$ cat src/rtl/sparse_mult_arbiter_pkg.sv
// sparse_mult_arbiter_pkg: shared types, default sizes and round-robin helper for the sparse-multiply arbiter
package sparse_mult_arbiter_pkg;
  typedef enum logic {ST_IDLE, ST_STREAM} states_t;
  localparam int DEF_WIDTH     = 96;
  localparam int DEF_NUM_REQ   = 4;
  localparam int DEF_BLOCK_LEN = 11;
  localparam int DEF_TAG_DEPTH = 4;
  localparam int MAX_REQ       = 16;
  // scanning from farthest to nearest lets the nearest valid requester after last win
  function automatic logic [3:0] next_rr(input logic [MAX_REQ-1:0] valid, input logic [3:0] last, input int n);
    int idx;
    logic [3:0] w;
    w = last;
    for (int i = n; i >= 1; i--) begin
      idx = (int'(last) + i) % n;
      if (valid[idx]) w = 4'(idx);
    end
    return w;
  endfunction
endpackage

$ cat src/rtl/sparse_mult_tag_fifo.sv
// sparse_mult_tag_fifo: in-order FIFO of owner IDs for blocks granted to the engine but not yet answered
module sparse_mult_tag_fifo #(
  parameter int DEPTH = 4,
  parameter int IDW = 2,
  localparam int AW = DEPTH > 1 ? $clog2(DEPTH) : 1,
  localparam int CW = $clog2(DEPTH) + 1
) (
  input  logic           i_clock,
  input  logic           i_reset,
  input  logic           push,
  input  logic [IDW-1:0] din,
  input  logic           pop,
  output logic [IDW-1:0] head,
  output logic           empty,
  output logic [CW-1:0]  count
);
  logic [IDW-1:0] mem [DEPTH];
  logic [AW-1:0] wr_ptr, rd_ptr;
  logic do_push, do_pop;
  always_comb begin
    empty = count == '0;
    do_pop = pop && !empty;
    do_push = push && (count != CW'(DEPTH) || do_pop);
    head = empty ? '0 : mem[rd_ptr];
  end
  always_ff @(posedge i_clock) begin
    if (do_push) mem[wr_ptr] <= din;
  end
  always_ff @(posedge i_clock) begin
    if (i_reset) begin
      wr_ptr <= '0;
      rd_ptr <= '0;
      count <= '0;
    end else begin
      if (do_push) wr_ptr <= wr_ptr == AW'(DEPTH-1) ? '0 : wr_ptr + AW'(1);
      if (do_pop) rd_ptr <= rd_ptr == AW'(DEPTH-1) ? '0 : rd_ptr + AW'(1);
      count <= count + CW'(do_push) - CW'(do_pop);
    end
  end
endmodule

$ cat src/rtl/sparse_mult_arbiter.sv
// sparse_mult_arbiter: round-robin block scheduler sharing one sparse-multiply engine, tagging results with owner ID
module sparse_mult_arbiter
  import sparse_mult_arbiter_pkg::*;
#(
  parameter int WIDTH = DEF_WIDTH,
  parameter int NUM_REQ = DEF_NUM_REQ,
  parameter int BLOCK_LEN = DEF_BLOCK_LEN,
  parameter int TAG_DEPTH = DEF_TAG_DEPTH,
  localparam int IDW = NUM_REQ > 1 ? $clog2(NUM_REQ) : 1
) (
  input  logic                 i_clock,
  input  logic                 i_reset,
  input  logic [NUM_REQ*WIDTH-1:0] i_req_data,
  input  logic [NUM_REQ-1:0]   i_req_valid,
  output logic [NUM_REQ-1:0]   o_req_ready,
  output logic [WIDTH-1:0]     o_eng_data,
  output logic                 o_eng_valid,
  input  logic                 i_eng_ready,
  input  logic [WIDTH-1:0]     i_eng_data,
  input  logic                 i_eng_valid,
  output logic                 o_eng_ready,
  output logic [WIDTH-1:0]     o_res_data,
  output logic [IDW-1:0]       o_res_id,
  output logic                 o_res_valid,
  input  logic                 i_res_ready,
  output logic                 o_err
);
  localparam int CW = $clog2(TAG_DEPTH) + 1;
  localparam int BW = BLOCK_LEN > 1 ? $clog2(BLOCK_LEN) : 1;
  states_t state;
  logic [IDW-1:0] grant, last_grant, winner, head;
  logic [BW-1:0] beat_cnt;
  logic [CW-1:0] count;
  logic empty, can_grant, streaming, hs, pop;
  sparse_mult_tag_fifo #(.DEPTH(TAG_DEPTH), .IDW(IDW)) u_tags (
    .i_clock(i_clock),
    .i_reset(i_reset),
    .push(can_grant),
    .din(winner),
    .pop(pop),
    .head(head),
    .empty(empty),
    .count(count)
  );
  // full check uses the registered count, so a same-cycle pop never frees a slot for this grant
  always_comb begin
    winner = IDW'(next_rr(MAX_REQ'(i_req_valid), 4'(last_grant), NUM_REQ));
    can_grant = state == ST_IDLE && |i_req_valid && count < CW'(TAG_DEPTH);
    streaming = state == ST_STREAM;
    hs = streaming && i_req_valid[grant] && i_eng_ready;
    o_eng_valid = streaming && i_req_valid[grant];
    o_eng_data = streaming ? i_req_data[int'(grant)*WIDTH +: WIDTH] : '0;
    o_req_ready = streaming && i_eng_ready ? NUM_REQ'(1) << grant : '0;
    o_eng_ready = i_res_ready && !empty;
    o_res_valid = i_eng_valid && !empty;
    o_res_data = i_eng_data;
    o_res_id = head;
    pop = i_eng_valid && o_eng_ready;
  end
  always_ff @(posedge i_clock) begin
    if (i_reset) begin
      state <= ST_IDLE;
      grant <= '0;
      last_grant <= IDW'(NUM_REQ-1);
      beat_cnt <= '0;
      o_err <= 1'b0;
    end else begin
      if (i_eng_valid && empty) o_err <= 1'b1;
      case (state)
        ST_IDLE: if (can_grant) begin
          grant <= winner;
          last_grant <= winner;
          beat_cnt <= '0;
          state <= ST_STREAM;
        end
        ST_STREAM: if (hs) begin
          beat_cnt <= beat_cnt + BW'(1);
          if (beat_cnt == BW'(BLOCK_LEN-1)) state <= ST_IDLE;
        end
        default: state <= ST_IDLE;
      endcase
    end
  end
endmodule
$ cat config.mk
export PLATFORM = sky130hd
export DESIGN_NAME = sparse_mult_arbiter
export DESIGN_NICKNAME = d
export VERILOG_FILES = /design/src/rtl/sparse_mult_arbiter_pkg.sv /design/src/rtl/sparse_mult_tag_fifo.sv /design/src/rtl/sparse_mult_arbiter.sv
export SDC_FILE = /design/constraint.sdc
export NUM_CORES = 1
export LEC_CHECK = 0
export BUFFER_PORTS_ARGS = -buffer_cell sky130_fd_sc_hd__buf_2
export CAP_MARGIN = 40
export CORE_AREA = 2 2 272 274
export DETAILED_ROUTE_END_ITERATION = 10
export DIE_AREA = 0 0 274 276
export GPL_TIMING_DRIVEN = 0
export HOLD_SLACK_MARGIN = 0.02
export PLACE_DENSITY = 0.35
export SYNTH_ARGS = -nofsm -noshare
export SYNTH_HDL_FRONTEND = slang
export SYNTH_SLANG_ARGS = --single-unit
$ cat constraint.sdc
create_clock -name i_clock -period 3.96 [get_ports i_clock]
set_input_delay 0.594 -clock i_clock [delete_from_list [all_inputs] [get_ports i_clock]]
set_output_delay 0.594 -clock i_clock [all_outputs]
set_load 0.01 [all_outputs]
* Word level (Yosys, flattened, before mapping)
Memories as Yosys holds them, arrays and structs flattened. A register that Yosys moved wholly into a read port is not among the register bits.
Cells that the tools add are included.
** Storage, ports and cells
- Register bits after elaboration :: 17
- Bits in writable memories :: 8
- Input bits :: 489
- Output and inout port bits :: 202
- Logic and storage cells :: 93
- Memories :: 1
** Operators by class
- Add/subtract/negate cells :: 9
- Multiply operators :: 1
- Magnitude comparators :: 6
- Equal/unequal tests :: 6
- Shifts and indexed selects :: 2
- Mux-type cells :: 34
- Bitwise operators :: 5
- Reduce and logical (&&, ||, !) cells :: 21
** Memories
- u_tags.mem :: depth 4, width 2, rd ports 1, clocked after memory_dff 1, write ports 1, line sparse_mult_tag_fifo.sv:17 : logic [IDW-1:0] mem [DEPTH];
** Operators by type and width (count)
- 384-bit by 10-bit indexed part select with 96-bit output :: 1
- 96-bit 2-to-1 mux :: 1
- 3-bit by 6-bit < comparator with 1-bit output, second input constant :: 4
- 2-bit 2-to-1 mux :: 9
- 1-bit 2-to-1 mux :: 14
- 1-bit binary-select mux with 3-bit select :: 4
- 4-bit 2-to-1 mux :: 3
- 1-bit logical AND :: 11
- 2-bit by 1-bit adder with 2-bit output, second input constant :: 4
- 4-bit case mux with 2 select lines :: 1
- 2-bit OR reduction :: 4
- 2-bit adder, second input constant :: 2
- 4-bit by 1-bit adder with 4-bit output, second input constant :: 1
- 1-bit AND, first input constant :: 4
- 2-bit equality test, second input constant :: 2
- 4-bit equality test, second input constant :: 1
- 2-bit by 2-bit multiplier with 4-bit output, second input constant :: 1
- 2-bit by 1-bit inequality test with 1-bit output, second input constant :: 2
- 2-bit AND reduction :: 2
- 4-bit OR reduction :: 1
- 1-bit by 2-bit << shifter with 4-bit output, first input constant :: 1
- 3-bit by 1-bit adder with 3-bit output :: 1
- 3-bit logical NOT :: 1
- 2-bit by 3-bit < comparator with 1-bit output, second input constant :: 1
- 8 further kinds :: 8

* Depth between registers and ports, before layout
- Depth after elaboration :: 10
- Depth in mapped cells :: 10
- Gate-level depth less buffers :: 10

* By module
A second synthesis with hierarchy kept.
** Unflattened totals
- Cells, all modules :: 459
- Area total of the unflattened synthesis :: 5039.8 um^2
** By module, submodules not included
- sparse_mult_arbiter :: times used 1, cells an instance 399, area each 4269.1 um^2, seq. area each 200.2 um^2
- sparse_mult_tag_fifo :: times used 1, cells an instance 60, area each 770.7 um^2, seq. area each 420.4 um^2

* Least setup slack after synthesis
OpenSTA, ideal clock, no wires.
- Path type :: input-to-reg
- Start :: input i_req_valid[1]
- End :: register u_tags.count[1]
- Setup time :: 66 ps
- Data arrival time :: 2248 ps
- Required time :: 3894 ps
- Setup slack :: 1646 ps
- Cell stages on the path :: 8
- Buffers on the path :: 1
- Path through :: or4_4 -> nand2_1 -> buf_2 -> inv_1 -> ha_1 -> inv_1 -> fa_1 -> nor2_1
** On the way
- Longest elaborated chain between the ends :: 6
** Ends and longest elaborated chain
- start, declared :: line sparse_mult_arbiter.sv:14 : input logic [NUM_REQ-1:0] i_req_valid,
- 4-bit OR reduction :: line sparse_mult_arbiter.sv:48 : can_grant = state == ST_IDLE && |i_req_valid && count < CW'(TAG_DEPTH);
- 1-bit logical AND (2 in series) :: line sparse_mult_arbiter.sv:48
- 1-bit logical AND :: line sparse_mult_tag_fifo.sv:23 : do_push = push && (count != CW'(DEPTH) || do_pop);
- via u_tags.do_push :: line sparse_mult_tag_fifo.sv:19 : logic do_push, do_pop;
- 3-bit by 1-bit adder with 3-bit output :: line sparse_mult_tag_fifo.sv:37 : count <= count + CW'(do_push) - CW'(do_pop);
- 3-bit by 1-bit subtractor with 3-bit output :: line sparse_mult_tag_fifo.sv:37
- end signal, assigned :: line sparse_mult_tag_fifo.sv:37
- end, declared :: line sparse_mult_tag_fifo.sv:15 : output logic [CW-1:0] count
The timed path passes the listed nets, and every way through them passes these cells.
A chain may end at the register's enable or synchronous reset.

* Final worst setup path
- Start :: register grant[0]
- End :: output o_eng_data[13]
** On the way
- Longest elaborated chain between the ends :: 3
** Ends and longest elaborated chain
- start, declared :: line sparse_mult_arbiter.sv:31 : logic [IDW-1:0] grant, last_grant, winner, head;
- start signal, assigned :: line sparse_mult_arbiter.sv:71 : grant <= winner;
- 2-bit by 2-bit multiplier with 4-bit output :: line sparse_mult_arbiter.sv:52 : o_eng_data = streaming ? i_req_data[int'(grant)*WIDTH +: WIDTH] : '0;
- 384-bit by 10-bit indexed part select with 96-bit output :: line sparse_mult_arbiter.sv:52
- 96-bit 2-to-1 mux :: line sparse_mult_arbiter.sv:52
- end, declared :: line sparse_mult_arbiter.sv:16 : output logic [WIDTH-1:0] o_eng_data,
Every way passes these cells.

==> reports/metrics.csv <==
stage,metric,value,unit
status,status,completed,
critical_path,worst_ep_required_time,3.37,ns
job,cap_violations,0,
global_routing,overflow,0,
clock_tree,clock-root-buffer,clkbuf_16,
die,dieArea,75600,µm²
global_routing,grt_pass1_wl,48.1,mm
sta,worst_pin_slew,0.722,ns
clock_tree,cts_resized,0,
yosys,ys_ff_latch,27,
clock_tree,clk_latency,0.26,ns
sta,whs,0.471,ns
placement,place_area,9160,µm²
sta,setup_viol,0,
layout,drive_gt1_share,76.8,%
sta,rsz0062_at_grt,no,
clock_tree,clk_pin_slew,0.07,ns
power,leakagePower,4.41,nW
route,num_vias,6242,
route,met1_length,13.6,mm
power,power.density,315,nW/µm²
yosys,ys_warn_count,0,
die,initial_core_util,6.84,%
layout,fin_nets,1558,
critical_path,path_delay_family,buffers and inverters,
critical_path,cp_slowest_cell,buf_2,
sta,fmaxAchievable,304,MHz
global_routing,grt_usage,8.70,%
yosys,yosysUniqueCellTypes,38,
clock_tree,h-tree-depth,1,
yosys,synth_edf_count,8,
sta,slew_viol_final,0,
yosys,syn_area,4960,µm²
route,remaining_drc_errors,0,
critical_path,setup.worst_path.start,grant[0]$_SDFFE_PP0P_,
sta,slew-limit-headroom,51.9,%
clock_tree,cts_tree,built,
route,wl_met2,17.5,mm
sta,skew,0.00867,ns
die,die_y,276,µm
critical_path,cp_cell_sequence,buf_2 > buf_2 > mux4_2 > and2_1 > buf_2,
die,num_rows,99,
clock_tree,holdBufCountCts,0,
yosys,ys_seq_area_share,12.5,%
layout,area_delta_synth_final,86.2,%
critical_path,r2r_start,u_tags.count[2]$_SDFF_PP0_,
route,routed_wl,35.9,mm
global_routing,grt_max_degree,15,
critical_path,crit_type,flop to output port,
critical_path,critPathArrivalTime,2.69,ns
critical_path,critPathCaptureType,output port,
layout,fin_area,9240,µm²
critical_path,crit_path_max_fanout,10,
yosys,synth_ff_type,dfxtp_1,
yosys,ys_async_sr_fraction,0,%
layout,fillCellCount,8417,
hold_path,min_from,o_err$_SDFFE_PP0P_,
route,route.met3.wl,3.44,mm
die,core_area,72600,µm²
die,io_pins,691,
route,drt_iter0_markers,250,
critical_path,critPathBufInv,3,
clock_tree,cts_made_buffers,3,
placement,dp_hpwl,31.6,mm
hold_path,hold_class,flop to flop,
route,top_layer,met4,
route,first_pass_iters,4,
placement,routabilityCongestion,0.923,
critical_path,slowest_delay,0.59,ns
global_routing,grt_pass1_vias,6661,
route,vias_per_cell,3.09,
clock_tree,numClockSinks,27,
clock_tree,clockBufferDepth,2,
critical_path,crit_top_cell,buf_2,
global_routing,grt_antenna_before_repair,3,
sta,finalCritPeriodShare,83.0,%
sta,min_period,3.29,ns
sta,hold_violations,0,
critical_path,start_kind,flop,
die,die_w,274,µm
yosys,synth_cells,459,
placement,io_buffers,593,
layout,layout_commonest_cell,buf_2,
route,ant_nets,0,
layout,most-common-layout-cells,"buf_2 (610), mux4_2 (98), and2_1 (96), buf_4 (96), dfxtp_1 (19)",
yosys,synth_fp_nets,958,
yosys,avgSynthCellArea,10.8,µm²
route,routedWlPerCell,17.8,µm
power,vdd_drop_max,0.000170,V
sta,tns,0,ns
clock_tree,post_cts_buffers,0,
[stage by stage]
step	power (mW)	setup WS, ns	util [%]	std cells
5_1_grt	3.15	0.470	12.7	2018
3_3_place_gp	2.72	0.779	12.6	2011
6_report	2.92	0.674	12.7	2019
3_5_place_dp	2.74	0.802	12.6	2013
4_1_cts	2.99	0.509	12.7	2017
2_1_floorplan	1.75	1.65	-	459
[routing by layer]
metal | GRT usage [%] | vias up
li1 | - | 2806
met1 | 9.92 | 3044
met2 | 15.5 | 359
met3 | 2.40 | 33
met4 | 2.95 | 0
met5 | 0 | -
[synthesized netlist by cell type (2+ instances only)]
cell | instances | area share, %
nand3b_1 | 2 | 0.30
mux4_2 | 98 | 44
and3_1 | 5 | 0.63
buf_4 | 96 | 15
nor3_1 | 3 | 0.30
o21ai_0 | 3 | 0.30
clkbuf_1 | 16 | 1.2
mux2i_1 | 3 | 0.61
and2_1 | 96 | 12
dfxtp_1 | 19 | 7.7
inv_1 | 13 | 0.98
buf_1 | 3 | 0.23
or2_2 | 2 | 0.25
or3_1 | 3 | 0.38
nor2b_1 | 7 | 0.88
nand3_1 | 4 | 0.40
a21oi_1 | 12 | 1.2
nor2_1 | 14 | 1.1
buf_2 | 17 | 1.7
ha_1 | 9 | 2.3
edfxtp_1 | 8 | 4.8
nand2_1 | 10 | 0.76
[path summary, 6_finish.rpt]
check / to / slack, ns / depth (start not counted)
max: o_eng_data[13] / 0.67 / 5
min: o_err$_SDFFE_PP0P_ / 0.47 / 2
max reg2reg: u_tags.count[2]$_SDFF_PP0_ / 1.46 / 10
min reg2reg: o_err$_SDFFE_PP0P_ / 0.47 / 2
[worst register-to-register path: stages (launching register included)]
cell,delay (ns)
dfxtp_1,0.34
nor3_1,0.58
nand3b_1,0.28
inv_1,0.07
ha_1,0.27
inv_1,0.05
ha_1,0.13
inv_1,0.05
fa_1,0.40
xnor2_1,0.16
nor2_1,0.05
[flip-flops by register name (all words and copies together), names as in the netlist, named ones only]
register	cells
state	1
u_tags.rd_ptr	2
u_tags.wr_ptr	2
last_grant	2
o_err	1
beat_cnt	4
u_tags.count	3
u_tags.mem	8
grant	2
[cells by family after synthesis]
| logic type | synth area share [%] |
|---|---|
| AND/OR/NAND/NOR | 17.8 |
| buffers and inverters | 18.7 |
| multiplexers | 45.1 |
| flip-flops | 12.5 |
| AO/OA/AOI/OAI | 2.97 |
| adder cells (fa/ha/maj) | 2.67 |
| XOR/XNOR | 0.353 |
[final cells by class]
class	instances	area (µm²)	area share, %
plain buffers	132	877	9.49
repair buffers	595	2990	32.4
diodes	2	5.00	0.0542
clock buffers	4	78.8	0.853
well taps	959	1200	13.0
inverters	13	48.8	0.528
flip-flops and latches	27	621	6.72
multi-input cells	287	3420	37.0
[where the power goes]
group          internal [mW]  switching [mW]  total, mW
Combinational           1.12            1.17       2.29
Clock                  0.138          0.0954      0.233
Sequential             0.352          0.0396      0.392
Power figures use the tool's default switching activity.
